--- src/rtl/inta_sequencer_pkg.sv ---
// inta_sequencer_pkg -- shared types and constants for the INTA sequencer.
//   state_t        : sequencer state encoding (GAP2/ACK3 only with MODE_8080_EN)
//   CALL_OPCODE    : first byte driven in 8080 mode
//   SPURIOUS_LEVEL : level reported when the request vanished before INTA
// Optional feature macro: MODE_8080_EN (three-pulse 8080 CALL sequence).
package inta_sequencer_pkg;

  typedef enum logic [2:0] {
    ST_IDLE = 3'd0,
    ST_REQ  = 3'd1,
    ST_ACK1 = 3'd2,
    ST_GAP  = 3'd3,
    ST_ACK2 = 3'd4
`ifdef MODE_8080_EN
    ,
    ST_GAP2 = 3'd5,
    ST_ACK3 = 3'd6
`endif
  } state_t;

  localparam logic [7:0] CALL_OPCODE    = 8'hCD;
  localparam logic [2:0] SPURIOUS_LEVEL = 3'd7;

  function automatic logic [7:0] onehot8(input logic [2:0] l);
    return 8'h01 << l;
  endfunction

endpackage

--- src/rtl/inta_sequencer_edge_timer.sv ---
// inta_edge_timer -- INTA edge detector plus inter-pulse timeout counter.
//   clk, reset     : clock, synchronous active-high reset
//   i_inta_n       : INTA from CPU (active low, already synchronous)
//   i_cnt_en       : count while the sequencer waits between pulses
//   o_fall, o_rise : INTA falling / rising edge, same cycle as the new sample
//   o_timeout      : counter has reached TIMEOUT while counting
module inta_edge_timer #(
  parameter int TIMEOUT = 255
) (
  input  logic clk,
  input  logic reset,
  input  logic i_inta_n,
  input  logic i_cnt_en,
  output logic o_fall,
  output logic o_rise,
  output logic o_timeout
);

  localparam int CW = $clog2(TIMEOUT + 1);

  logic          r_inta_d;
  logic [CW-1:0] r_cnt;

  // Previous sample resets to 1 so a low INTA held through reset is not
  // mistaken for a fresh falling edge.
  always_ff @(posedge clk) begin
    if (reset) begin
      r_inta_d <= 1'b1;
      r_cnt    <= '0;
    end else begin
      r_inta_d <= i_inta_n;
      if (!i_cnt_en)
        r_cnt <= '0;
      else if (!o_timeout)
        r_cnt <= r_cnt + CW'(1);
    end
  end

  assign o_fall    = ~i_inta_n & r_inta_d;
  assign o_rise    = i_inta_n & ~r_inta_d;
  assign o_timeout = i_cnt_en && (r_cnt == CW'(TIMEOUT));

endmodule

--- src/rtl/inta_sequencer.sv ---
// inta_sequencer -- 8259-style interrupt acknowledge sequencer.
// Raises INT on a resolved request, walks the INTA pulses, maintains the
// in-service register and drives the vector bytes onto the data bus.
//   clk, reset           : clock, synchronous active-high reset
//   inta_n               : CPU interrupt acknowledge (active low)
//   int_req, int_level   : resolver request and its level
//   icw2, addr_low       : vector base / CALL high byte, 8080 A7-A5
//   aeoi, upm            : auto-EOI, 8086 (1) / 8080 (0) mode
//   eoi_valid, eoi_level : EOI command clearing one ISR bit
//   int_out, isr, freeze, latch_in_service, clear_irr : control outputs
//   data_out, data_oe, ack_done                        : bus side
// Optional feature macro: MODE_8080_EN. Without it upm is ignored and the
// sequence is always the two-pulse 8086 form.
module inta_sequencer
  import inta_sequencer_pkg::*;
#(
  parameter int INTA_TIMEOUT = 255
) (
  input  logic       clk,
  input  logic       reset,
  input  logic       inta_n,
  input  logic       int_req,
  input  logic [2:0] int_level,
  input  logic [7:0] icw2,
  input  logic [2:0] addr_low,
  input  logic       aeoi,
  input  logic       upm,
  input  logic       eoi_valid,
  input  logic [2:0] eoi_level,
  output logic       int_out,
  output logic [7:0] isr,
  output logic       freeze,
  output logic       latch_in_service,
  output logic [7:0] clear_irr,
  output logic [7:0] data_out,
  output logic       data_oe,
  output logic       ack_done
);

  state_t     r_state;
  logic [2:0] r_lvl;
  logic       r_spur;

  logic       w_fall, w_rise, w_timeout, w_cnt_en;
  logic       w_m80, w_finish;
  logic [7:0] w_byte2;

`ifdef MODE_8080_EN
  assign w_m80    = ~upm;
  assign w_byte2  = w_m80 ? {addr_low, r_lvl, 2'b00} : {icw2[7:3], r_lvl};
  assign w_cnt_en = (r_state == ST_GAP) || (r_state == ST_GAP2);
  assign w_finish = w_rise && ((r_state == ST_ACK2 && !w_m80) || r_state == ST_ACK3);
`else
  logic w_unused_cfg;
  assign w_unused_cfg = &{1'b0, upm, addr_low, icw2[2:0]};
  assign w_m80        = 1'b0;
  assign w_byte2      = {icw2[7:3], r_lvl};
  assign w_cnt_en     = (r_state == ST_GAP);
  assign w_finish     = w_rise && (r_state == ST_ACK2);
`endif

  inta_edge_timer #(.TIMEOUT(INTA_TIMEOUT)) u_edge_timer (
    .clk       (clk),
    .reset     (reset),
    .i_inta_n  (inta_n),
    .i_cnt_en  (w_cnt_en),
    .o_fall    (w_fall),
    .o_rise    (w_rise),
    .o_timeout (w_timeout)
  );

  always_ff @(posedge clk) begin
    if (reset) begin
      r_state          <= ST_IDLE;
      r_lvl            <= '0;
      r_spur           <= 1'b0;
      int_out          <= 1'b0;
      isr              <= '0;
      freeze           <= 1'b0;
      latch_in_service <= 1'b0;
      clear_irr        <= '0;
      data_out         <= '0;
      data_oe          <= 1'b0;
      ack_done         <= 1'b0;
    end else begin
      latch_in_service <= 1'b0;
      clear_irr        <= '0;
      ack_done         <= 1'b0;

      // EOI first so that a set of the same bit later in this block wins.
      if (eoi_valid) isr[eoi_level] <= 1'b0;

      if (w_finish) begin
        if (aeoi && !r_spur) isr[r_lvl] <= 1'b0;
        freeze   <= 1'b0;
        ack_done <= 1'b1;
        data_oe  <= 1'b0;
        data_out <= '0;
        r_state  <= ST_IDLE;
      end else begin
        case (r_state)
          ST_IDLE: if (int_req) begin
            int_out <= 1'b1;
            r_state <= ST_REQ;
          end
          ST_REQ: if (w_fall) begin
            int_out <= 1'b0;
            freeze  <= 1'b1;
            r_spur  <= ~int_req;
            r_state <= ST_ACK1;
            // Request withdrawn before INTA: report the spurious level and
            // leave ISR / IRR alone.
            if (int_req) begin
              r_lvl            <= int_level;
              isr[int_level]   <= 1'b1;
              clear_irr        <= onehot8(int_level);
              latch_in_service <= 1'b1;
            end else begin
              r_lvl <= SPURIOUS_LEVEL;
            end
            if (w_m80) begin
              data_out <= CALL_OPCODE;
              data_oe  <= 1'b1;
            end
          end
          ST_ACK1: if (w_rise) begin
            data_oe  <= 1'b0;
            data_out <= '0;
            r_state  <= ST_GAP;
          end
          ST_GAP: begin
            if (w_fall) begin
              data_out <= w_byte2;
              data_oe  <= 1'b1;
              r_state  <= ST_ACK2;
            end else if (w_timeout) begin
              freeze  <= 1'b0;
              r_state <= ST_IDLE;
            end
          end
`ifdef MODE_8080_EN
          // Only the 8080 path reaches here without finishing.
          ST_ACK2: if (w_rise) begin
            data_oe  <= 1'b0;
            data_out <= '0;
            r_state  <= ST_GAP2;
          end
          ST_GAP2: begin
            if (w_fall) begin
              data_out <= icw2;
              data_oe  <= 1'b1;
              r_state  <= ST_ACK3;
            end else if (w_timeout) begin
              freeze  <= 1'b0;
              r_state <= ST_IDLE;
            end
          end
`endif
          default: ;
        endcase
      end
    end
  end

endmodule

--- config.mk ---
export PLATFORM = sky130hd
export DESIGN_NAME = inta_sequencer
export DESIGN_NICKNAME = d
export VERILOG_FILES = /design/src/rtl/inta_sequencer_pkg.sv /design/src/rtl/inta_sequencer_edge_timer.sv /design/src/rtl/inta_sequencer.sv
export SDC_FILE = /design/constraint.sdc
export NUM_CORES = 1
export LEC_CHECK = 0
export ABC_AREA = 1
export BUFFER_PORTS_ARGS = -buffer_cell sky130_fd_sc_hd__buf_2
export CORE_UTILIZATION = 46
export CTS_CLUSTER_SIZE = 40
export DETAILED_ROUTE_END_ITERATION = 6
export PLACE_DENSITY = 0.79
export SYNTH_ARGS = -nofsm -noshare
export SYNTH_HDL_FRONTEND = slang
export SYNTH_SLANG_ARGS = --single-unit
--- constraint.sdc ---
create_clock -name clk -period 1.38 [get_ports clk]
set_input_delay 0.414 -clock clk [delete_from_list [all_inputs] [get_ports clk]]
set_output_delay 0.414 -clock clk [all_outputs]
set_load 0.05 [all_outputs]
==> reports/metrics.yaml, run 1 <==
status:
  status: "complete, but fails checks"
  violations: "setup timing"
final_layout:
  nNetsFinal: 368
  multi_input_area_sq_um: 1042
  nFillCells: 322
  regArea_sq_um: 910.9
  stdcell_count: 394
  layout-drive-gt1-share_pct: 38.37
  antennaDiodeCount: 0
  syn_to_final_growth_pct: 37.58
  postLayoutCoreUtil_pct: 66.94
detailed_routing:
  detail_route.wl_per_cell_um: 12.55
  drc_errors: 0
  dr_total_vias: 1970
  wl_mm: 4.945
  antenna_left: 0
  drtIter0Drc: 135
  post_drt_via_cell_ratio: 5.000
  first_pass_iters: 4
sta:
  whs_ps: 311.5
  finalClockSkew_ps: 9.565
  rsz0062_at_grt: "true"
  finalCriticalPeriod_ps: 1401
  setup-violations-final: 6
  period_share_pct: 101.5
  finalHoldViolCount: 0
  slew_violations: 0
  slew_headroom_pct: 68.24
  fmax_mhz: 713.6
  setup_slack_ps: -21.30
  worst_pin_slew_ps: 474.6
worst_setup_path:
  start_kind: "register"
  crit_chain: "buf_6 -> nor2_4 -> nand2_2 -> nor2_4 -> nand2_4 -> nor2_8 -> nand3_2 -> o21ai_2"
  required_ps: 1620
  slowest_stage: "dfxtp_4"
  crit_type: "register to register"
  crit_fanout: 7
  crit_top_cell: "nor2_4"
  crit_path_end_kind: "register"
  arrival_ps: 1640
  path_delay_family: "simple AND/OR/NAND/NOR gates"
  timing.rr.start: "r_state[2]$_SDFFE_PP0P_"
  crit_buf_inv: 1
  setup.worst_path.start: "r_state[2]$_SDFFE_PP0P_"
  worst_path_largest_cell_delay_ps: 370
placement:
  dp.cells: 380
  dp_worst_setup_slack_ps: -114.8
  dp_hpwl_mm: 3.437
  numPortBuffers: 45
  gp_congestion: 0.8471
floorplanning:
  start_util_pct: 48.66
  ios: 53
  core_area_sq_um: 4058
  die_area_sq_um: 4558
  die_h_um: 67.52
  num_rows: 23
  die_w_um: 67.52
logic_synthesis:
  syn_nets: 289
  synth_edf_count: 0
  yosysTopAreaCell: "dfxtp_1"
  yosys_warnings: 0
  async_reset_ff_share_pct: 0
  ys_types: 27
  ys.flop_type: "dfxtp_1"
  ys_seq_area_share_pct: 45.63
  postSynthAreaPerCell_sq_um: 7.479
  netlist_area_sq_um: 1974
  synth_top_area_share_pct: 45.63
  synthTopCellsByArea: "dfxtp_1 (46%), nand2_1 (12%), inv_1 (6.1%)"
  synth_commonest_cells: "nand2_1 (62), dfxtp_1 (45), inv_1 (32)"
  synthCells: 264
  synth_most_common_cell: "nand2_1"
  synth_seq_cells: 45
clock_tree:
  cts_hold_buffers: 0
  clock-root-buffer: "clkbuf_8"
  cts_tree: "done"
  cts_buffers: 5
  clockBufferDepth: 2
  clock-sinks: 45
  clk_pin_slew_worst_paths_ps: 90
  clkLatencyLatePin_ps: 300
  cts.htree.levels: 2
power:
  p_comb_share_pct: 28.9
  netSwitchingPower_mw: 1.148
  vdd_drop_max_uv: 603.2
  sw_frac_of_total_pct: 32.71
  p_clk_share_pct: 29.1
  power_density_nw_per_um2: 1292
  internal_power_mw: 2.362
  pwr-share-seq_pct: 41.9
  cellLeakagePower_nw: 1.294
global_routing:
  grt.total_usage_pct: 21.71
  grt_max_degree: 14
  grt_overflow: 0
  grt_pass1_wl_mm: 7.238
  antenna_found_initial: 0
  grt_pass1_vias: 1705
min_path:
  hp-start: "reset"
  hp-class: "input pin to register"
job:
  cap_viol_max_count: 0
worst register-to-register path: stages (launching register included):
cell	delay, ps
dfxtp_4	370
buf_6	120
nor2_4	110
nand2_2	90
nor2_4	160
nand2_4	90
nor2_8	220
nand3_2	120
o21ai_2	70
state kept, by name (all words and copies together) (netlist names), 3 cells and up:
name                flops
clear_irr               8
data_out                8
isr                     8
u_edge_timer.r_cnt      8
r_lvl                   3
r_state                 3
routing by layer:
metal	vias to the layer above	track usage, %	wire [um]
li1	1015	-	-
met1	894	25.23	2241
met2	48	36.39	2336
met3	13	5.574	222
met4	0	11.17	144
met5	-	0	0
layout by cell type (no fill, tap or decap), types with 4 or more instances in the layout:
cell,count
nand3_1,18
nand2_2,5
inv_1,27
clkbuf_8,6
inv_2,8
nand3_2,5
nand4_1,5
or2_2,4
nand2_1,57
o21ai_0,8
nor2_2,4
buf_2,45
dfxtp_1,41
nor2_4,6
buf_4,28
nor2_1,20
a21oi_1,22
power by group through the flow:
stage,clock [mW],sequential (mW),combinational (mW)
after detailed placement,0,1.48,0.869
after global placement,0,1.48,0.847
after CTS,1.05,1.45,0.876
after global routing,1.10,1.49,1.11
final,1.02,1.47,1.02
after floorplan,0,1.59,0.465
cell type report:
| cell class | count | area share [%] |
|---|---|---|
| Sequential cell | 45 | 33.53 |
| Clock inverter | 1 | 1.105 |
| Tap cell | 50 | 2.303 |
| Clock buffer | 7 | 3.178 |
| Multi-Input combinational cell | 181 | 38.37 |
| Timing Repair Buffer | 74 | 16.44 |
| Inverter | 36 | 5.067 |
metrics by stage:
| step | total power, mW | cell area (sq um) | setup TNS, ps |
|---|---|---|---|
| floorplan | 2.059 | 1974 | 0 |
| global placement | 2.326 | 2424 | -581.9 |
| detailed placement | 2.350 | 2424 | -994.1 |
| CTS | 3.376 | 2552 | -5.046 |
| global route | 3.698 | 2716 | -1192 |
| finish | 3.510 | 2716 | -47.59 |
kinds of logic (layout without fill, tap and decap cells):
family | count (synthesis) | after routing | share of synthesized area [%]
buffers and inverters | 38 | 118 | 7.414
adder cells (fa/ha/maj) | 1 | 1 | 0.6336
AND/OR/NAND/NOR | 137 | 137 | 34.09
XOR/XNOR | 1 | 1 | 0.4437
AO/OA/AOI/OAI | 42 | 42 | 11.79
flip-flops | 45 | 45 | 45.63
timing repair:
| action | CTS | global route |
|---|---|---|
| setup endpoints to repair | 5 | 36 |
| cloned | 0 | 0 |
| setup buffers | 0 | 6 |
| gates resized for setup | 4 | 36 |
| pin swaps | 0 | 13 |
final timing paths:
check	to	slack, ps	cells after the start
worst min register to register	data_out[3]$_SDFFE_PP0P_	460	2
worst max-delay path	isr[5]$_SDFF_PP0_	-20	8
worst max register to register	isr[5]$_SDFF_PP0_	-20	8
worst min-delay path	ack_done$_SDFF_PP0_	310	2
No activity file was read; power rests on OpenSTA's default activity.
==> run 2, diff against run 1 <==
--- a/config.mk
+++ b/config.mk
@@ -5,12 +5,11 @@
 export SDC_FILE = /design/constraint.sdc
 export NUM_CORES = 1
 export LEC_CHECK = 0
-export ABC_AREA = 1
 export BUFFER_PORTS_ARGS = -buffer_cell sky130_fd_sc_hd__buf_2
 export CORE_UTILIZATION = 46
 export CTS_CLUSTER_SIZE = 40
 export DETAILED_ROUTE_END_ITERATION = 6
-export PLACE_DENSITY = 0.79
+export PLACE_DENSITY = 0.8
 export SYNTH_ARGS = -nofsm -noshare
 export SYNTH_HDL_FRONTEND = slang
 export SYNTH_SLANG_ARGS = --single-unit
==> run 2 against run 1 <==
Effect of this change:
- the run still ends with setup timing left
- first-iteration DRC count rose by 0.74%
- critical path depth fell by 5
- area after synthesis fell by 6.7%
- clock skew rose by 1.1 ps
- cell count fell by 13%
- final area rose by 4.9%
- largest cell class unchanged
==> reports/metrics.yaml, run 2 <==
placement:
  dpl_cell_area_sq_um: 2437  # was 2424 sq um
  dp_worst_setup_slack_ps: -382.3  # was -114.8 ps
  dp.cells: 328  # was 380
  numPortBuffers: 45  # unchanged
  gp_congestion: 0.8332  # was 0.8471
  dp_hpwl_mm: 3.383  # was 3.437 mm
final_layout:
  layout_common_cells: "buf_2 (41), buf_4 (40), dfxtp_1 (39), nor2_1 (26)"  # was nand2_1 (57), buf_2 (45), dfxtp_1 (41), buf_4 (28), inv_1 (27)
  stdcell_count: 343  # was 394
  nNetsFinal: 319  # was 368
  nFillCells: 256  # was 322
  stdcell_area_sq_um: 2850  # was 2716 sq um
  postLayoutCoreUtil_pct: 76.14  # was 66.94%
  antennaDiodeCount: 0  # unchanged
  layout-drive-gt1-share_pct: 51.86  # was 38.37%
  syn_to_final_growth_pct: 54.65  # was 37.58%
  final_common_cell: "buf_2"  # was nand2_1
worst_setup_path:
  required_ps: 1600  # was 1620 ps
  crit_path_end_kind: "register"  # unchanged
  slowest_stage: "or4_4"  # was dfxtp_4
  crit_chain: "nand4bb_4 -> or4_4 -> o32ai_2"  # was buf_6 -> nor2_4 -> nand2_2 -> nor2_4 -> nand2_4 -> nor2_8 -> nand3_2 -> o21ai_2
  arrival_ps: 1720  # was 1640 ps
  crit_buf_inv: 0  # was 1
  crit_type: "register to register"  # unchanged
  crit_fanout: 6  # was 7
  worst_path_largest_cell_delay_ps: 580  # was 370 ps
  start_kind: "register"  # unchanged
  path_delay_family: "simple AND/OR/NAND/NOR gates"  # unchanged
power:
  sw_frac_of_total_pct: 25.17  # was 32.71%
  p_clk_share_pct: 37.9  # was 29.1%
  internal_power_mw: 2.078  # was 2.362 mW
  power_density_nw_per_um2: 974.5  # was 1292 nW/um^2
  pwr-share-seq_pct: 48.7  # was 41.9%
  netSwitchingPower_mw: 0.6990  # was 1.148 mW
  vdd_drop_max_uv: 700.6  # was 603.2 uV
  cellLeakagePower_nw: 1.182  # was 1.294 nW
  p_total_mw: 2.777  # was 3.510 mW
  p_comb_share_pct: 13.4  # was 28.9%
floorplanning:
  start_util_pct: 49.23  # was 48.66%
  die_w_um: 65.30  # was 67.52 um
  die_h_um: 65.30  # was 67.52 um
  core_area_sq_um: 3744  # was 4058 sq um
  num_rows: 22  # was 23
  ios: 53  # unchanged
  die_area_sq_um: 4263  # was 4558 sq um
logic_synthesis:
  synth_most_common_cell: "dfxtp_1"  # was nand2_1
  synth_edf_count: 0  # unchanged
  synth_seq_cells: 45  # unchanged
  postSynthAreaPerCell_sq_um: 9.079  # was 7.479 sq um
  ys_types: 49  # was 27
  synth_top_area_share_pct: 48.88  # was 45.63%
  ys.flop_type: "dfxtp_1"  # unchanged
  ys_seq_area_share_pct: 48.88  # was 45.63%
  syn_nets: 228  # was 289
  netlist_area_sq_um: 1843  # was 1974 sq um
  synthTopCellsByArea: "dfxtp_1 (49%), nor2_1 (6.5%), a22oi_1 (3.3%)"  # was dfxtp_1 (46%), nand2_1 (12%), inv_1 (6.1%)
  synthCells: 203  # was 264
  yosys_warnings: 0  # unchanged
  yosysTopAreaCell: "dfxtp_1"  # unchanged
  synth_commonest_cells: "dfxtp_1 (45), nor2_1 (32), a21oi_1 (9), nor3_1 (9), o21ai_0 (9)"  # was nand2_1 (62), dfxtp_1 (45), inv_1 (32)
  async_reset_ff_share_pct: 0  # unchanged
sta:
  setup_slack_ps: -121.2  # was -21.30 ps
  finalCriticalPeriod_ps: 1501  # was 1401 ps
  setup-violations-final: 21  # was 6
  fmax_mhz: 666.1  # was 713.6 MHz
  slew_violations: 0  # unchanged
  slew_headroom_pct: 67.19  # was 68.24%
  worst_pin_slew_ps: 491.1  # was 474.6 ps
  period_share_pct: 108.8  # was 101.5%
  finalClockSkew_ps: 10.69  # was 9.565 ps
  rsz0062_at_grt: "true"  # unchanged
  whs_ps: 336.1  # was 311.5 ps
  tns_ps: -835.9  # was -47.59 ps
  finalHoldViolCount: 0  # unchanged
global_routing:
  grt_overflow: 0  # unchanged
  grt_pass1_wl_mm: 8.335  # was 7.238 mm
  grt.total_usage_pct: 25.98  # was 21.71%
  grt_pass1_vias: 1827  # was 1705
  met3_usage_pct: 7.813  # was 5.574%
  grt_use_met1_pct: 32.65  # was 25.23%
  groute.layer.met2.usage_pct: 42.78  # was 36.39%
  antenna_found_initial: 0  # unchanged
  grt_busiest_layer: "met2"  # unchanged
  grt_max_degree: 15  # was 14
clock_tree:
  cts.htree.levels: 2  # unchanged
  clockBufferDepth: 2  # unchanged
  cts_buffers: 5  # unchanged
  clock-root-buffer: "clkbuf_8"  # unchanged
  clock-sinks: 45  # unchanged
  clkLatencyLatePin_ps: 310  # was 300 ps
  cts_hold_buffers: 0  # unchanged
  cts_tree: "done"  # unchanged
  clk_pin_slew_worst_paths_ps: 80  # was 90 ps
detailed_routing:
  drc_errors: 0  # unchanged
  wl_mm: 5.523  # was 4.945 mm
  dr_total_vias: 1960  # was 1970
  drtIter0Drc: 136  # was 135
  antenna_left: 0  # unchanged
  post_drt_via_cell_ratio: 5.714  # was 5.000
  detail_route.wl_per_cell_um: 16.10  # was 12.55 um
  first_pass_iters: 4  # unchanged
status:
  status: "complete, but fails checks"  # unchanged
  violations: "setup timing"  # unchanged
job:
  cap_viol_max_count: 0  # unchanged
min_path:
  hp-class: "input pin to register"  # unchanged
[run 2: cell count changes in the layout (fill, tap and decap cells not counted), sizes merged, moves of 4 or more]
cell   delta
inv      -30
nand3    -18
nand2    -58
a21oi    -13
nor3      +4
a22oi     +8
buf      +13
nor3b     +4
[run 2: kinds of logic (layout without fill, tap and decap cells)]
kind of cell / count (synthesis) / count (layout) / synth area share (%)
AO/OA/AOI/OAI: 51 / 52 / 19.49
adder cells (fa/ha/maj): 1 / 1 / 0.6788
buffers and inverters: 14 / 105 / 2.919
multiplexers: 1 / 1 / 0.5431
AND/OR/NAND/NOR: 88 / 88 / 26.07
XOR/XNOR: 3 / 3 / 1.426
flip-flops: 45 / 45 / 48.88
[run 2: area by class of cell]
cell class	count	area (sq um)	share of cell area (%)
Sequential cell	45	913.4	32.05
Timing Repair Buffer	90	595.6	20.90
Clock buffer	6	82.58	2.897
Inverter	7	30.03	1.054
Multi-Input combinational cell	145	1131	39.68
Clock inverter	2	37.54	1.317
Tap cell	48	60.06	2.107
[run 2: final timing paths]
check / start / end / slack (ps) / cells after the start
setup / recovery: r_state[2]$_SDFFE_PP0P_ / isr[4]$_SDFF_PP0_ / -120 / 3
hold / removal: int_level[1] / clear_irr[0]$_SDFF_PP0_ / 340 / 2
setup reg to reg: r_state[2]$_SDFFE_PP0P_ / isr[4]$_SDFF_PP0_ / -120 / 3
hold reg to reg: int_out$_SDFFE_PP0P_ / int_out$_SDFFE_PP0P_ / 490 / 1
[run 2: repair_timing]
item | 4_1_cts | 5_1_grt
endpoints found under the hold margin | 0 | 0
gates resized for setup | 24 | 36
pin swaps | 14 | 25
setup endpoints to repair | 34 | 34
gates cloned | 0 | 1
buffers inserted | 4 | 3
[run 2: layer usage]
| layer | up-vias | part of all wire (%) | wire length [um] |
|---|---|---|---|
| li1 | 929 | - | - |
| met1 | 937 | 40 | 2189 |
| met2 | 81 | 51 | 2799 |
| met3 | 13 | 7.4 | 406 |
| met4 | 0 | 2.3 | 127 |
| met5 | - | 0 | 0 |
[run 2: power groups by stage]
stage	Combinational (mW)	Sequential (mW)	Clock (mW)
3_5_place_dp	0.290	1.38	0
5_1_grt	0.398	1.36	1.12
4_1_cts	0.325	1.35	1.05
6_report	0.372	1.35	1.05
2_1_floorplan	0.118	1.41	0
3_3_place_gp	0.283	1.38	0
==> run 3, diff against run 2 <==
--- a/config.mk
+++ b/config.mk
@@ -9,7 +9,8 @@
 export CORE_UTILIZATION = 46
 export CTS_CLUSTER_SIZE = 40
 export DETAILED_ROUTE_END_ITERATION = 6
-export PLACE_DENSITY = 0.8
+export PLACE_DENSITY = 0.87
+export SETUP_SLACK_MARGIN = 0.2
 export SYNTH_ARGS = -nofsm -noshare
 export SYNTH_HDL_FRONTEND = slang
 export SYNTH_SLANG_ARGS = --single-unit
==> run 3 against run 2 <==
Effect of this change:
- the run still ends with setup timing left
- final area grew 19%
- hold slack gained 22 ps
- sequential cell count is the same
- count of clock-buffer cells in the layout is the same
- clock power shrank 18%
- register-to-register slack lost 90 ps
- first-iteration DRC count grew 68%
- wire length grew 54%
- global-route usage grew 11 points
- via count grew 17%
==> reports/metrics.yaml, run 3 (synthesis gave the netlist of run 2 again) <==
worst_setup_path:
  timing.rr.start: "r_state[2]$_SDFFE_PP0P_"  # unchanged
  setup.worst_path.start: "r_state[2]$_SDFFE_PP0P_"  # unchanged
  worst_r2r_path_depth: 5  # was 3
  required_ps: 1590  # was 1600 ps
  crit_type: "register to register"  # unchanged
  start_kind: "register"  # unchanged
  crit_path_end_kind: "register"  # unchanged
  endpoint: "freeze$_SDFFE_PP0P_"  # was isr[4]$_SDFF_PP0_
  crit_fanout: 6  # unchanged
  r2r_slack_ps: -210  # was -120 ps
  r2r-end: "freeze$_SDFFE_PP0P_"  # was isr[4]$_SDFF_PP0_
  arrival_ps: 1800  # was 1720 ps
global_routing:
  grt_pass1_wl_mm: 11.43  # was 8.335 mm
  antenna_found_initial: 0  # unchanged
  grt_max_degree: 14  # was 15
  grt.total_usage_pct: 36.85  # was 25.98%
  grt_pass1_vias: 2240  # was 1827
  grt_overflow: 0  # unchanged
placement:
  dp_hpwl_mm: 3.628  # was 3.383 mm
  numPortBuffers: 45  # unchanged
  dpl_cell_area_sq_um: 2501  # was 2437 sq um
  gp_congestion: 0.8248  # was 0.8332
  dp_worst_setup_slack_ps: -398.4  # was -382.3 ps
clock_tree:
  cts_buffers: 5  # unchanged
  cts_tree: "done"  # unchanged
  cts.htree.levels: 2  # unchanged
  clock-root-buffer: "clkbuf_8"  # unchanged
  clk_pin_slew_worst_paths_ps: 100  # was 80 ps
  clockBufferDepth: 2  # unchanged
  clkLatencyLatePin_ps: 320  # was 310 ps
  clock-sinks: 45  # unchanged
floorplanning:
  die_area_sq_um: 4263  # unchanged
  ios: 53  # unchanged
  core_area_sq_um: 3744  # unchanged
  die_w_um: 65.30  # unchanged
  start_util_pct: 49.23  # unchanged
  num_rows: 22  # unchanged
  die_h_um: 65.30  # unchanged
detailed_routing:
  drtIter0Drc: 228  # was 136
  dr_total_vias: 2296  # was 1960
  antenna_left: 0  # unchanged
  first_pass_iters: 4  # unchanged
  post_drt_via_cell_ratio: 6.396  # was 5.714
  drc_errors: 0  # unchanged
  wl_mm: 8.494  # was 5.523 mm
  detail_route.wl_per_cell_um: 23.66  # was 16.10 um
min_path:
  hp-class: "input pin to register"  # unchanged
sta:
  tns_ps: -4005  # was -835.9 ps
  fmax_mhz: 628.1  # was 666.1 MHz
  slew_violations: 0  # unchanged
  setup-violations-final: 37  # was 21
  rsz0062_at_grt: "true"  # unchanged
  finalClockSkew_ps: 10.92  # was 10.69 ps
  whs_ps: 357.6  # was 336.1 ps
  slew_headroom_pct: 70.83  # was 67.19%
  finalHoldViolCount: 0  # unchanged
  period_share_pct: 115.4  # was 108.8%
  finalCriticalPeriod_ps: 1592  # was 1501 ps
  setup_slack_ps: -212.1  # was -121.2 ps
  worst_pin_slew_ps: 436.7  # was 491.1 ps
final_layout:
  layout-drive-gt1-share_pct: 65.27  # was 51.86%
  regArea_sq_um: 957.2  # was 913.4 sq um
  nNetsFinal: 335  # was 319
  syn_to_final_growth_pct: 83.43  # was 54.65%
  final_common_cell: "buf_4"  # was buf_2
  antennaDiodeCount: 0  # unchanged
  stdcell_area_sq_um: 3381  # was 2850 sq um
  nFillCells: 138  # was 256
  layout_common_cells: "buf_4 (51), dfxtp_2 (30), buf_8 (29), nor2_1 (25), buf_2 (16)"  # was buf_2 (41), buf_4 (40), dfxtp_1 (39), nor2_1 (26)
  multi_input_area_sq_um: 1174  # was 1131 sq um
  postLayoutCoreUtil_pct: 90.31  # was 76.14%
power:
  vdd_drop_max_uv: 888.5  # was 700.6 uV
  power_density_nw_per_um2: 788.8  # was 974.5 nW/um^2
  cellLeakagePower_nw: 1.351  # was 1.182 nW
status:
  violations: "setup timing"  # unchanged
  status: "complete, but fails checks"  # unchanged
job:
  cap_viol_max_count: 0  # unchanged
-- run 3: cell count changes in the layout (fill, tap and decap cells not counted), moves of 4 or more --
cell / before / now
buf_8: 0 / 29
dfxtp_1: 39 / 10
dfxtp_2: 4 / 30
buf_2: 41 / 16
buf_4: 40 / 51
nor2_4: 0 / 4
-- run 3: worst min-delay path by stage --
| stage | from | to | slack (ps) | depth (start not counted) |
|---|---|---|---|---|
| after floorplan | u_edge_timer.r_cnt[1]$_SDFFE_PP0N_ | u_edge_timer.r_cnt[1]$_SDFFE_PP0N_ | 470 | 2 |
| after global placement | int_out$_SDFFE_PP0P_ | int_out$_SDFFE_PP0P_ | 450 | 1 |
| after detailed placement | int_out$_SDFFE_PP0P_ | int_out$_SDFFE_PP0P_ | 450 | 1 |
| after CTS | icw2[4] | data_out[4]$_SDFFE_PP0P_ | 350 | 3 |
| after global routing | icw2[7] | data_out[7]$_SDFFE_PP0P_ | 360 | 3 |
| final | icw2[5] | data_out[5]$_SDFFE_PP0P_ | 360 | 3 |
-- run 3: metrics by stage --
step / std cells / power [mW]
finish: 359 / 2.667
global route: 359 / 2.718
global placement: 322 / 1.672
floorplan: 203 / 1.541
CTS: 344 / 2.523
detailed placement: 322 / 1.682
-- run 3: final cells by class --
type,count,share of cell area [%]
Timing Repair Buffer,107,31.87
Clock buffer,6,2.147
Tap cell,48,1.776
Sequential cell,45,28.31
Clock inverter,2,0.2961
Multi-Input combinational cell,144,34.72
Inverter,7,0.8882
-- run 3: worst max-delay path, cell delays in order, from the launching register on --
cell,delay (ps)
dfxtp_4,370
buf_4,170
or2b_1,240
buf_4,160
o41ai_2,420
a211oi_2,130
-- run 3: repair_timing --
item / CTS / global route
resized for setup: 133 / 35
hold buffers: 0 / 0
pin swaps: 16 / 6
buffers inserted: 12 / 15
gates cloned: 2 / 0
setup endpoints to repair: 71 / 72
-- run 3: power breakdown --
part	internal (mW)	switching, mW
sequential	1.32	0.0357
combinational	0.203	0.251
clock	0.353	0.505
total	1.87	0.792
-- run 3: per-layer routing --
layer	GRT usage, %	up-vias	share of wire (%)
li1	-	960	-
met1	40.78	1115	37
met2	60.82	155	49
met3	9.896	66	7.2
met4	25.82	0	6.7
met5	0	-	0
